$ cat config.mk
export PLATFORM = sky130hd
export DESIGN_NAME = hazard_scoreboard
export DESIGN_NICKNAME = d
export VERILOG_FILES = /design/src/rtl/hfu_pkg.sv /design/src/rtl/hfu_src_match.sv /design/src/rtl/hazard_scoreboard.sv
export SDC_FILE = /design/constraint.sdc
export NUM_CORES = 1
export LEC_CHECK = 0
export ABC_AREA = 1
export CAP_MARGIN = 0
export CORE_MARGIN = 4
export CORE_UTILIZATION = 45
export CTS_CLUSTER_DIAMETER = 120
export DETAILED_ROUTE_END_ITERATION = 8
export PLACE_DENSITY = 0.73
export SLEW_MARGIN = 30
export SYNTH_ARGS = -nofsm -noshare
export SYNTH_HDL_FRONTEND = slang
export SYNTH_SLANG_ARGS = --single-unit
export TNS_END_PERCENT = 100
$ cat constraint.sdc
create_clock -name clk -period 3.8 [get_ports clk]
set_input_delay 0.57 -clock clk [delete_from_list [all_inputs] [get_ports clk]]
set_output_delay 0.57 -clock clk [all_outputs]
set_load 0.005 [all_outputs]
$ cat src/rtl/hfu_pkg.sv
// Shared encodings and shadow-entry layout for the hazard scoreboard.
// Build option HFU_SP_TRACK_EN adds a stack-pointer write bit to every entry.
package hfu_pkg;

  // Entries hold register addresses zero-extended to this width, so REG_AW must not exceed it.
  localparam int HFU_MAX_AW = 8;

  typedef enum logic [1:0] {
    KIND_ALU      = 2'd0,
    KIND_LOAD     = 2'd1,
    KIND_INPORT   = 2'd2,
    KIND_LOAD_ALT = 2'd3
  } kind_e;

  typedef enum logic [1:0] {
    FWD_RF  = 2'd0,
    FWD_MEM = 2'd1,
    FWD_WB  = 2'd2,
    FWD_IN  = 2'd3
  } fwd_e;

  typedef struct packed {
    logic                  v;
    logic                  we;
    logic [HFU_MAX_AW-1:0] dst;
    logic [1:0]            kind;
`ifdef HFU_SP_TRACK_EN
    logic                  sp_wr;
`endif
  } entry_t;

  function automatic logic is_load(input logic [1:0] kind);
    return (kind == KIND_LOAD) || (kind == KIND_LOAD_ALT);
  endfunction

endpackage

$ cat src/rtl/hfu_src_match.sv
// Match flags and EX-stage forward select for one source operand
// against the EX and MEM shadow entries.
module hfu_src_match
  import hfu_pkg::*;
(
  input  logic                  i_used,
  input  logic [HFU_MAX_AW-1:0] i_src,
  input  logic                  i_ex_v,
  input  logic                  i_ex_w,
  input  logic [HFU_MAX_AW-1:0] i_ex_dst,
  input  logic [1:0]            i_ex_kind,
  input  logic                  i_mem_v,
  input  logic                  i_mem_w,
  input  logic [HFU_MAX_AW-1:0] i_mem_dst,
  input  logic [1:0]            i_mem_kind,
  output logic                  o_hazard,
  output logic [1:0]            o_fwd
);

  logic w_ex_hit;
  logic w_mem_hit;

  assign w_ex_hit  = i_used & i_ex_v & i_ex_w & (i_ex_dst == i_src);
  assign w_mem_hit = i_used & i_mem_v & i_mem_w & (i_mem_dst == i_src);

  // Only ALU results exist early enough to bypass from the instruction right ahead.
  assign o_hazard = w_ex_hit & (i_ex_kind != KIND_ALU);

  always_comb begin
    o_fwd = FWD_RF;
    if (w_ex_hit) begin
      o_fwd = FWD_MEM;
    end else if (w_mem_hit) begin
      o_fwd = (i_mem_kind == KIND_INPORT) ? FWD_IN : FWD_WB;
    end
  end

endmodule

$ cat src/rtl/hazard_scoreboard.sv
// In-order pipeline hazard scoreboard: load-use stalls, load-latency wait,
// branch-flush handling and registered EX forwarding selects.
// Build option HFU_SP_TRACK_EN tracks the stack pointer as a virtual register.
module hazard_scoreboard
  import hfu_pkg::*;
#(
  parameter int REG_AW   = 3,
  parameter int LOAD_LAT = 1   // legal range 1..4
)
(
  input  logic              clk,
  input  logic              rst,
  input  logic              id_valid,
  input  logic              id_we,
  input  logic [REG_AW-1:0] id_dst,
  input  logic [1:0]        id_kind,
  input  logic [REG_AW-1:0] id_ra,
  input  logic [REG_AW-1:0] id_rb,
  input  logic              id_ra_used,
  input  logic              id_rb_used,
  input  logic              flush,
`ifdef HFU_SP_TRACK_EN
  input  logic              id_sp_rd,
  input  logic              id_sp_wr,
  output logic [1:0]        fwd_sp,
`endif
  output logic              stall,
  output logic              ex_bubble,
  output logic [1:0]        fwd_a,
  output logic [1:0]        fwd_b
);

  localparam logic [1:0] CNT_LOAD = 2'(LOAD_LAT - 1);

  entry_t     r_ex;
  entry_t     r_mem;
  entry_t     r_wb;
  logic [1:0] r_cnt;
  logic       r_flush_pend;
  logic [1:0] r_fwd_a;
  logic [1:0] r_fwd_b;

  entry_t     w_id_entry;
  entry_t     w_ex_to_mem;
  logic       w_hz_a;
  logic       w_hz_b;
  logic       w_hz_any;
  logic [1:0] w_fwd_a;
  logic [1:0] w_fwd_b;
  logic       w_hazard;
  logic       w_mem_wait;
  logic       w_flush_eff;
  logic       w_capture;
  logic       w_unused_wb;

  hfu_src_match u_match_a (
    .i_used     (id_ra_used),
    .i_src      (HFU_MAX_AW'(id_ra)),
    .i_ex_v     (r_ex.v),
    .i_ex_w     (r_ex.we),
    .i_ex_dst   (r_ex.dst),
    .i_ex_kind  (r_ex.kind),
    .i_mem_v    (r_mem.v),
    .i_mem_w    (r_mem.we),
    .i_mem_dst  (r_mem.dst),
    .i_mem_kind (r_mem.kind),
    .o_hazard   (w_hz_a),
    .o_fwd      (w_fwd_a)
  );

  hfu_src_match u_match_b (
    .i_used     (id_rb_used),
    .i_src      (HFU_MAX_AW'(id_rb)),
    .i_ex_v     (r_ex.v),
    .i_ex_w     (r_ex.we),
    .i_ex_dst   (r_ex.dst),
    .i_ex_kind  (r_ex.kind),
    .i_mem_v    (r_mem.v),
    .i_mem_w    (r_mem.we),
    .i_mem_dst  (r_mem.dst),
    .i_mem_kind (r_mem.kind),
    .o_hazard   (w_hz_b),
    .o_fwd      (w_fwd_b)
  );

`ifdef HFU_SP_TRACK_EN
  logic       w_hz_sp;
  logic [1:0] w_fwd_sp;
  logic [1:0] r_fwd_sp;

  // The stack pointer behaves as one extra register with a fixed address.
  hfu_src_match u_match_sp (
    .i_used     (id_sp_rd),
    .i_src      ('0),
    .i_ex_v     (r_ex.v),
    .i_ex_w     (r_ex.sp_wr),
    .i_ex_dst   ('0),
    .i_ex_kind  (r_ex.kind),
    .i_mem_v    (r_mem.v),
    .i_mem_w    (r_mem.sp_wr),
    .i_mem_dst  ('0),
    .i_mem_kind (r_mem.kind),
    .o_hazard   (w_hz_sp),
    .o_fwd      (w_fwd_sp)
  );

  assign w_hz_any = w_hz_a | w_hz_b | w_hz_sp;
  assign fwd_sp   = r_fwd_sp;

  always_ff @(posedge clk) begin
    if (rst) begin
      r_fwd_sp <= FWD_RF;
    end else if (!w_mem_wait) begin
      r_fwd_sp <= w_capture ? w_fwd_sp : FWD_RF;
    end
  end
`else
  assign w_hz_any = w_hz_a | w_hz_b;
`endif

  assign w_hazard    = id_valid & w_hz_any;
  assign w_mem_wait  = (r_cnt != 2'd0);
  assign w_flush_eff = flush | r_flush_pend;
  assign w_capture   = ~w_mem_wait & id_valid & ~w_hazard & ~w_flush_eff;

  assign stall     = (w_hazard & ~w_flush_eff) | w_mem_wait;
  // An empty ID slot is already a bubble; only a refused valid instruction needs a NOP.
  assign ex_bubble = ~w_mem_wait & id_valid & ~w_capture;
  assign fwd_a     = r_fwd_a;
  assign fwd_b     = r_fwd_b;

  always_comb begin
    w_id_entry      = '0;
    w_id_entry.v    = w_capture;
    w_id_entry.we   = id_we;
    w_id_entry.dst  = HFU_MAX_AW'(id_dst);
    w_id_entry.kind = id_kind;
`ifdef HFU_SP_TRACK_EN
    w_id_entry.sp_wr = id_sp_wr;
`endif
    w_ex_to_mem   = r_ex;
    w_ex_to_mem.v = r_ex.v & ~w_flush_eff;
  end

  // WB is kept only as the tail of the shadow pipe; nothing downstream reads it.
  assign w_unused_wb = ^r_wb;

  always_ff @(posedge clk) begin
    if (rst) begin
      r_ex.v       <= 1'b0;
      r_mem.v      <= 1'b0;
      r_wb.v       <= 1'b0;
      r_cnt        <= 2'd0;
      r_flush_pend <= 1'b0;
      r_fwd_a      <= FWD_RF;
      r_fwd_b      <= FWD_RF;
    end else if (w_mem_wait) begin
      r_cnt        <= r_cnt - 2'd1;
      r_flush_pend <= r_flush_pend | flush;
    end else begin
      r_ex         <= w_id_entry;
      r_mem        <= w_ex_to_mem;
      r_wb         <= r_mem;
      r_cnt        <= (w_ex_to_mem.v && is_load(r_ex.kind)) ? CNT_LOAD : 2'd0;
      r_flush_pend <= 1'b0;
      r_fwd_a      <= w_capture ? w_fwd_a : FWD_RF;
      r_fwd_b      <= w_capture ? w_fwd_b : FWD_RF;
    end
  end

endmodule

Word level (Yosys, flattened, before mapping)
Cells that the tools add are included.
- bits in registers: 21
- output and inout port bits: 6
- logic and storage cells: 58
- add/sub/neg operators: 1
- equality and inequality tests: 5
- mux-type cells: 7
- bitwise logic cells: 29
- reductions and logical operators: 4
- operators with widths (cell ; number):
    1-bit AND ; 21
    3-bit == test ; 4
    2-bit 2-to-1 mux ; 6
    1-bit NOT ; 5
    2-bit nonzero test ; 2
    1-bit OR ; 3
    2-bit == test (second input constant) ; 1
    2-bit AND reduction ; 1
    2-bit OR reduction ; 1
    2-bit by 1-bit subtractor with 2-bit output (second input constant) ; 1
    1-bit 2-to-1 mux ; 1

Longest topological paths before layout
Gate-level depths: netlist of the first run.
- depth after elaboration: 11
- mapped depth: 9

By module
A second synthesis of the first run with hierarchy kept.
- cell total of the unflattened synthesis: 254
- area, all modules: 1585.3 um^2
- by module, submodules not included (module ; times used ; cells an instance ; area an instance (um^2)):
    hfu_src_match ; 2 ; 97 ; 432.9
    hazard_scoreboard ; 1 ; 60 ; 719.4

Worst setup path before layout of the first run
No wires, ideal clock.
- path kind: input port to output port
- from: in id_ra[2]
- to: out ex_bubble
- arrival time: 1.159 ns
- data required time: 3.230 ns
- setup slack: 2.071 ns
- cell stages on the path: 7
- path buffers: 0
- cells stage by stage: inv_1 -> nand2_1 -> a21oi_1 -> nand2_1 -> nand2_2 -> nand2_4 -> a21oi_2
- cells in the longest elaborated chain, start to end: 10
- ends and longest elaborated chain (element ; RTL line ; text):
    start, declared ; hazard_scoreboard.sv:17 ; input logic [REG_AW-1:0] id_ra,
    3-bit == test ; hfu_src_match.sv:23 ; assign w_ex_hit = i_used & i_ex_v & i_ex_w & (i_ex_dst == i_src);
    1-bit AND ; hfu_src_match.sv:23 ;
    1-bit AND ; hfu_src_match.sv:27 ; assign o_hazard = w_ex_hit & (i_ex_kind != KIND_ALU);
    1-bit OR ; hazard_scoreboard.sv:118 ; assign w_hz_any = w_hz_a | w_hz_b;
    1-bit AND ; hazard_scoreboard.sv:121 ; assign w_hazard = id_valid & w_hz_any;
    1-bit NOT ; hazard_scoreboard.sv:124 ; assign w_capture = ~w_mem_wait & id_valid & ~w_hazard & ~w_flush_eff;
    1-bit AND (2 in series) ; hazard_scoreboard.sv:124 ;
    1-bit NOT ; hazard_scoreboard.sv:128 ; assign ex_bubble = ~w_mem_wait & id_valid & ~w_capture;
    1-bit AND ; hazard_scoreboard.sv:128 ;
    end, declared ; hazard_scoreboard.sv:28 ; output logic ex_bubble,
No other way between the ends.

Worst setup path in the final report of the first run
- from: in id_rb[0]
- to: out ex_bubble
- cells in the longest elaborated chain, start to end: 10
- ends and longest elaborated chain (element ; RTL line ; text):
    start, declared ; hazard_scoreboard.sv:18 ; input logic [REG_AW-1:0] id_rb,
    3-bit == test ; hfu_src_match.sv:23 ;
    1-bit AND ; hfu_src_match.sv:23 ;
    1-bit AND ; hfu_src_match.sv:27 ;
    1-bit OR ; hazard_scoreboard.sv:118 ;
    1-bit AND ; hazard_scoreboard.sv:121 ;
    1-bit NOT ; hazard_scoreboard.sv:124 ;
    1-bit AND (2 in series) ; hazard_scoreboard.sv:124 ;
    1-bit NOT ; hazard_scoreboard.sv:128 ;
    1-bit AND ; hazard_scoreboard.sv:128 ;
No other way between the ends.

==> flow_metrics.tcl, run 1 <==
set metrics [dict create \
    die_x_um 56.04 \
    cts_tree "done" \
    coreArea_um2 2212 \
    cap_viol_max_count 0 \
    ir_worst_vdd_mv 0.2371 \
    pwr-share-seq_pct 58.1 \
    hold_buffers 0 \
    hold_viol_final 0 \
    syn_to_final_growth_pct 28.19 \
    switching_share_pct 27.62 \
    syn_area_per_cell_um2 8.177 \
    postLayoutCellArea_um2 1331 \
    drc 0 \
    drt_iter0_drc 13 \
    worst_hold_slack_ps 421.0 \
    p_comb_share_pct 18.8 \
    hold_path.class "reg -> reg" \
    drt_first_pass_iters 4 \
    cts_made_buffers 3 \
    relSlewSlack_pct 68.18 \
    overflow 0 \
    io_buffers 23 \
    grt_max_degree 17 \
    worstPathMaxFanout 6 \
    route.vias.total 909 \
    clk_pin_slew_ps 130 \
    synth_top_area_share_pct 34.70 \
    die_y_um 56.04 \
    worst_setup_path_end_kind "output pin" \
    p_int_uw 339.0 \
    p_clk_share_pct 23.1 \
    crit_required_ps 3230 \
    yosysTopAreaCell "edfxtp_1" \
    synth_cells 127 \
    diodes 0 \
    clock_sinks 21 \
    synth_edf_count 12 \
    start_kind "input pin" \
    drt_wl_total_um 2256 \
    maxSlewViolCount 0 \
    nets 174 \
    synth_nets 146 \
    clk_path_buf_depth 2 \
    synth_ff_type "edfxtp_1" \
    ys_warn_count 0 \
    ys_ff_latch 21 \
    fmax_mhz 351.3 \
    clock_latency_ps 300 \
    row_count 17 \
    synthTopCellsByCount "47 x nand2_1, 16 x inv_1, 12 x edfxtp_1" \
    finalSetupViolations 0 \
    rsz0062_at_grt "no" \
    synth_area_um2 1038 \
    dp_slack_ps 967.9 \
    period_share_pct 74.92 \
    drive_above_1_share_pct 14.29 \
    ant_nets 0 \
    cts-resized-gates 0 \
    post_drt_wl_per_cell_um 12.40 \
    post_cts_buffers 0 \
    status "complete, no violations" \
    p_sw_uw 129.4 \
    worst_slack_ps 953.2 \
    dieArea_um2 3140 \
    cts-htree-levels 1 \
    ys_types 19 \
    grt_first_pass_wirelength_um 3926 \
    power.total_uw 468.4 \
    p_per_area_nw_per_um2 351.8 \
    synth_async_sr_flop_share_pct 0 \
    ios 24 \
    finClkSkew_ps 7.442 \
    fin_crit_ps 2847 \
    hpwl_um 1778 \
    worstSetupPathType "in -> out" \
    via_per_inst 4.995 \
    cts-root-buf "clkbuf_4" \
    worstMarginPinSlew_ps 475.5 \
    synthTopCellsByArea "edfxtp_1 35%, dfxtp_1 17%, nand2_1 17%" \
    grt_pass1_vias 965 \
    seq_area_frac_synth_pct 52.05 \
    yosysMostFrequentCell "nand2_1" \
    cp.arrival_ps 2280 \
    gp_congestion 0.8154 \
    p_leak_nw 0.6129 \
    track_usage_pct 15.30 \
    start_util_pct 46.95 \
    antenna_found_initial 0 \
    post_dp_cell_area_um2 1304 \
    setup_tns_ps 0 \
]
-- cells by family (layout without fill, tap and decap cells) --
| kind of cell | Yosys count | in the layout | share of synthesized area, % |
|---|---|---|---|
| buf+inv | 19 | 46 | 6.868 |
| fa+ha+maj | 1 | 1 | 1.205 |
| flops | 21 | 21 | 52.05 |
| compound gates | 10 | 10 | 7.109 |
| simple gates | 76 | 76 | 32.77 |
-- path summary, 6_finish.rpt --
| path | from | to | slack (ps) | cells past startpoint |
|---|---|---|---|---|
| min reg2reg | r_cnt[0] | r_cnt[0] | 420 | 1 |
| max | id_rb[0] | ex_bubble | 950 | 10 |
| max reg2reg | r_cnt[0] | fwd_b[1] | 2270 | 8 |
| min | r_cnt[0] | r_cnt[0] | 420 | 1 |
-- state kept, by name, indices dropped and copies added (netlist names) --
name,count
r_ex,7
r_mem,7
fwd_a,2
fwd_b,2
r_cnt,2
r_flush_pend,1
-- layer usage --
layer / vias to the layer above / share of wire, % / track usage (%)
li1: 454 / - / -
met1: 434 / 41 / 17.05
met2: 19 / 54 / 27.88
met3: 2 / 3.6 / 3.712
met4: 0 / 0.62 / 5.424
met5: - / 0 / 0
-- worst max-delay path, cell delays in order --
cell	delay, ps
clkdlybuf4s50_1	510
inv_1	60
nand2_1	60
nand2_1	70
nor2_2	140
nand2_2	80
nand2_2	90
nand2_4	80
a21oi_2	120
clkdlybuf4s50_1	510
-- through the flow --
step,std cells,util [%]
floorplan,127,-
global placement,178,58.94
detailed placement,178,58.94
CTS,182,60.18
global route,182,60.18
finish,182,60.18
-- power groups by stage --
stage	Combinational, mW	Sequential [mW]	Clock (mW)
final	0.0880	0.272	0.108
after global routing	0.0984	0.274	0.121
after CTS	0.0887	0.272	0.110
after detailed placement	0.0882	0.277	0
after global placement	0.0840	0.275	0
after floorplan	0.0511	0.273	0
-- cell type report --
class / count / area [µm²]
inverter: 19 / 71.32
multi-input combinational: 87 / 426.7
clock buffer: 3 / 22.52
sequential: 21 / 540.5
tap: 28 / 35.03
fill: 197 / 880.8
timing repair buffer: 23 / 230.2
clock inverter: 1 / 5.005
-- cells in the final DEF (no fill, tap or decap) --
| cell | n |
|---|---|
| a21oi_2 | 1 |
| nand2_4 | 1 |
| o21ai_2 | 3 |
| inv_2 | 3 |
| o21a_2 | 1 |
| clkdlybuf4s50_1 | 23 |
| edfxtp_1 | 12 |
| and2_1 | 2 |
| inv_1 | 16 |
| nand2_1 | 47 |
| ha_1 | 1 |
| nand3_1 | 6 |
| nor2_4 | 1 |
| nand2_2 | 3 |
| a21oi_1 | 4 |
| nand4_1 | 3 |
| nor2_1 | 8 |
| clkinv_2 | 1 |
| dfxtp_1 | 9 |
| clkbuf_4 | 3 |
| a32o_1 | 1 |
| nor2_2 | 5 |
Power figures use the tool's default switching activity.
==> inputs of run 2 (changes only) <==
--- a/config.mk
+++ b/config.mk
@@ -8,7 +8,7 @@
 export ABC_AREA = 1
 export CAP_MARGIN = 0
 export CORE_MARGIN = 4
-export CORE_UTILIZATION = 45
+export CORE_UTILIZATION = 43
 export CTS_CLUSTER_DIAMETER = 120
 export DETAILED_ROUTE_END_ITERATION = 8
 export PLACE_DENSITY = 0.73
==> constraint.sdc (replaced) <==
create_clock -name clk -period 2.54 [get_ports clk]
set_input_delay 0.381 -clock clk [delete_from_list [all_inputs] [get_ports clk]]
set_output_delay 0.381 -clock clk [all_outputs]
set_load 0.005 [all_outputs]
==> run 2 against run 1 <==
Compared with the run above:
- flip-flop and latch count unchanged
- total power up 48%
- combinational power up 48%
- global-route usage down 1.2 points
- setup slack worse by 870 ps
- clock-buffer cell count up 1
- core utilization down 0.80 points
- final area up 0.56%
- routed wire length down 5.6%
- first-iteration DRC count rose to 2.7 times the previous value
- critical endpoint is now stall
==> flow_metrics.tcl, run 2 (synthesis results as in run 1) <==
set metrics [dict create \
    worstSetupPathType "in -> out" \
    diodes 0 \
    power.total_uw 691.7 \
    hold_depth 1 \
    die_y_um 57.15 \
    cts-htree-levels 1 \
    post_cts_buffers 0 \
    period_share_pct 96.54 \
    r2r_setup_slack_ps 1010 \
    nets 174 \
    rsz0062_at_grt "no" \
    cp.arrival_ps 2070 \
    coreArea_um2 2255 \
    hold_buffers 0 \
    start_kind "input pin" \
    cts-root-buf "clkbuf_4" \
    drive_above_1_share_pct 14.29 \
    relSlewSlack_pct 67.90 \
    endpoint "stall" \
    worst_slack_ps 87.82 \
    route.vias.total 894 \
    maxSlewViolCount 0 \
    ir_worst_vdd_mv 0.3897 \
    finClkSkew_ps 3.282 \
    start_util_pct 46.06 \
    clk_pin_slew_ps 110 \
    clk_path_buf_depth 2 \
    dp_slack_ps 85.06 \
    grt_first_pass_wirelength_um 3629 \
    clock_latency_ps 290 \
    cts_made_buffers 3 \
    cts_tree "done" \
    die_x_um 57.15 \
    dieArea_um2 3266 \
    worstMarginPinSlew_ps 479.7 \
    final_cell_mix "47 x nand2_1, 21 x clkdlybuf4s50_1, 16 x inv_1" \
    final_common_cell "nand2_1" \
    r2r_start "r_cnt[0]" \
    ff2ff_path_depth 8 \
    crit_start "id_rb[1]" \
    fmax_mhz 407.8 \
    clock_sinks 21 \
    fin_cells 182 \
    worst_setup_path_end_kind "output pin" \
    dpl.cell_count 178 \
    syn_to_final_growth_pct 28.92 \
    overflow 0 \
    crit_required_ps 2160 \
    setup_tns_ps 0 \
    drt_first_pass_iters 4 \
    ant_nets 0 \
    track_usage_pct 14.08 \
    drc 0 \
    hpwl_um 1664 \
    ios 24 \
    largestRegisters "r_ex (7), r_mem (7)" \
    antenna_found_initial 0 \
    drt_wl_total_um 2130 \
    grt_pass1_vias 921 \
    p_leak_nw 0.6332 \
    r2r-end "fwd_b[1]" \
    finalSetupViolations 0 \
    status "complete, no violations" \
    hold_viol_final 0 \
    gp_congestion 0.7826 \
    hold_path.class "reg -> reg" \
    cap_viol_max_count 0 \
    postLayoutCellArea_um2 1339 \
    io_buffers 23 \
    drt_iter0_drc 35 \
    worst_hold_slack_ps 421.4 \
    row_count 17 \
    final_util_pct 59.38 \
    via_per_inst 4.912 \
    post_dp_cell_area_um2 1304 \
    fin_crit_ps 2452 \
    grt_max_degree 17 \
    p_per_area_nw_per_um2 516.7 \
    post_drt_wl_per_cell_um 11.70 \
    worstPathMaxFanout 6 \
]
## run 2: cell types whose count changed in the layout (fill, tap and decap cells not counted), sizes merged
cell           delta
clkdlybuf4s50     -2
dlymetal6s2s      +2
clkbuf            +1
clkinv            -1
## run 2: routing by layer
layer / vias to the layer above / GRT usage, % / part of all wire, %
met5: - / 0 / 0
li1: 456 / - / -
met4: 0 / 6.291 / 0.61
met3: 2 / 3.846 / 6.5
met1: 411 / 15.49 / 41
met2: 25 / 25.12 / 52
## run 2: cell type report
cell class,count,area (µm²)
Fill cell,228,915.9
Sequential cell,21,540.5
Multi-Input combinational cell,87,430.4
Timing Repair Buffer,23,235.2
Inverter,19,71.32
Tap cell,28,35.03
Clock buffer,4,26.28
## run 2: what timing repair did
action / CTS / global route
setup endpoints to repair: 0 / 2
gates resized for setup: 0 / 3
endpoints found under the hold margin: 0 / 0
## run 2: worst max-delay path: stages
cell and delay (ps):
clkdlybuf4s50_1 510, inv_1 70, nand2_1 70, nand2_1 70, nor2_2 120, nand2_2 80, nand2_2 80, nand2_4 70
o21ai_2 110, clkdlybuf4s50_1 510
## run 2: worst min-delay path by stage
stage,slack (ps),startpoint,end
after floorplan,390,r_cnt[0],r_cnt[0]
after global placement,400,r_cnt[0],r_cnt[0]
after detailed placement,410,r_cnt[0],r_cnt[0]
after CTS,430,r_cnt[0],r_cnt[0]
after global routing,440,r_cnt[0],r_cnt[0]
final,420,r_cnt[0],r_cnt[0]
## run 2: report_power, final
part	internal [mW]	leakage (nW)	switching [mW]
clock network	0.0611	0.0150	0.0954
registers	0.390	0.190	0.0154
logic	0.0575	0.429	0.0722
==> inputs of run 3 (changes only) <==
--- a/config.mk
+++ b/config.mk
@@ -11,6 +11,7 @@
 export CORE_UTILIZATION = 43
 export CTS_CLUSTER_DIAMETER = 120
 export DETAILED_ROUTE_END_ITERATION = 8
+export MAX_ROUTING_LAYER = met4
 export PLACE_DENSITY = 0.73
 export SLEW_MARGIN = 30
 export SYNTH_ARGS = -nofsm -noshare
==> run 3 against run 2 <==
Compared with the run above:
- setup slack about the same
- clock-buffer cell count did not move
- non-clock buffer count did not move
- hold slack about the same
- fmax barely moved
- critical endpoint unchanged
==> flow_metrics.tcl, run 3 (synthesis results as in run 1) <==
set metrics [dict create \
    start_util_pct 46.06 \
    postLayoutCellArea_um2 1339 \
    syn_to_final_growth_pct 28.92 \
    r2r-end "fwd_b[1]" \
    die_y_um 57.15 \
    hold_depth 1 \
    rsz0062_at_grt "no" \
    worstMarginPinSlew_ps 480.2 \
    r2r_setup_slack_ps 1010 \
    grt_pass1_vias 921 \
    diodes 0 \
    antenna_found_initial 0 \
    cts_made_buffers 3 \
    worst_setup_path_end_kind "output pin" \
    finalSetupViolations 0 \
    final_cell_mix "47 x nand2_1, 21 x clkdlybuf4s50_1, 16 x inv_1" \
    cts_tree "done" \
    period_share_pct 96.55 \
    track_usage_pct 14.51 \
    coreArea_um2 2255 \
    clk_pin_slew_ps 110 \
    cap_viol_max_count 0 \
    dieArea_um2 3266 \
    worstPathMaxFanout 6 \
    drc 0 \
    grt_first_pass_wirelength_um 3629 \
    cp.arrival_ps 2070 \
    hold_buffers 0 \
    maxSlewViolCount 0 \
    finClkSkew_ps 3.255 \
    clock_sinks 21 \
    clk_path_buf_depth 2 \
    worstSetupPathType "in -> out" \
    ir_worst_vdd_mv 0.3897 \
    relSlewSlack_pct 67.87 \
    crit_required_ps 2160 \
    final_common_cell "nand2_1" \
    hold_viol_final 0 \
    fmax_mhz 407.8 \
    largestRegisters "r_ex (7), r_mem (7)" \
    ios 24 \
    r2r_start "r_cnt[0]" \
    post_cts_buffers 0 \
    clock_latency_ps 290 \
    post_drt_wl_per_cell_um 11.71 \
    ff2ff_path_depth 8 \
    cts-resized-gates 0 \
    ant_nets 0 \
    drt_first_pass_iters 4 \
    hold_path.class "reg -> reg" \
    die_x_um 57.15 \
    nets 174 \
    drt_wl_total_um 2131 \
    io_buffers 23 \
    overflow 0 \
    status "complete, no violations" \
    setup_tns_ps 0 \
    route.vias.total 898 \
    via_per_inst 4.934 \
    grt_max_degree 17 \
    p_per_area_nw_per_um2 516.9 \
    row_count 17 \
    hpwl_um 1664 \
    start_kind "input pin" \
    holdCritStartpoint "r_cnt[0]" \
    fin_crit_ps 2452 \
    worst_hold_slack_ps 421.4 \
    gp_congestion 0.7935 \
    post_dp_cell_area_um2 1304 \
    drt_iter0_drc 28 \
    cts-root-buf "clkbuf_4" \
    final_util_pct 59.38 \
    drive_above_1_share_pct 14.29 \
    p_leak_nw 0.6332 \
    cts-htree-levels 1 \
    hold_end "r_cnt[0]" \
]
-- run 3: where the power goes --
group          total [mW]  switching (mW)  leakage, nW  internal [mW]
combinational       0.130          0.0722        0.429         0.0575
clock               0.157          0.0954       0.0150         0.0611
sequential          0.406          0.0156        0.190          0.390
-- run 3: how the worst max path moves through the flow --
stage / to / slack [ps] / startpoint
2_1_floorplan: ex_bubble / 1140 / r_ex[4]
3_3_place_gp: ex_bubble / 120 / id_rb[0]
3_5_place_dp: stall / 90 / id_rb[0]
4_1_cts: ex_bubble / 80 / id_rb[0]
5_1_grt: stall / 0.03 / id_rb[1]
6_report: stall / 90 / id_rb[1]
-- run 3: area by class of cell --
class,count,area (µm²)
inverters,19,71.32
repair buffers,23,235.2
flip-flops and latches,21,540.5
fillers,228,915.9
multi-input cells,87,430.4
well taps,28,35.03
clock buffers,4,26.28
-- run 3: critical path: stages --
cell             delay [ps]
clkdlybuf4s50_1         510
inv_1                    70
nand2_1                  70
nand2_1                  70
nor2_2                  120
nand2_2                  80
nand2_2                  80
nand2_4                  70
o21ai_2                 110
clkdlybuf4s50_1         510
-- run 3: stage by stage --
| stage | total power [mW] | setup WS [ps] | cells |
|---|---|---|---|
| 5_1_grt | 0.7307 | 0.03486 | 182 |
| 2_1_floorplan | 0.4850 | 1139 | 127 |
| 3_5_place_dp | 0.5437 | 85.06 | 178 |
| 3_3_place_gp | 0.5368 | 118.8 | 178 |
| 4_1_cts | 0.7009 | 76.74 | 182 |
| 6_report | 0.6920 | 87.67 | 182 |
-- run 3: layer usage --
| layer | track usage (%) | share of wire [%] | up-vias |
|---|---|---|---|
| li1 | - | - | 457 |
| met1 | 15.49 | 41 | 413 |
| met2 | 25.12 | 52 | 26 |
| met3 | 3.846 | 6.4 | 2 |
| met4 | 6.291 | 0.61 | 0 |
| met5 | - | 0 | - |
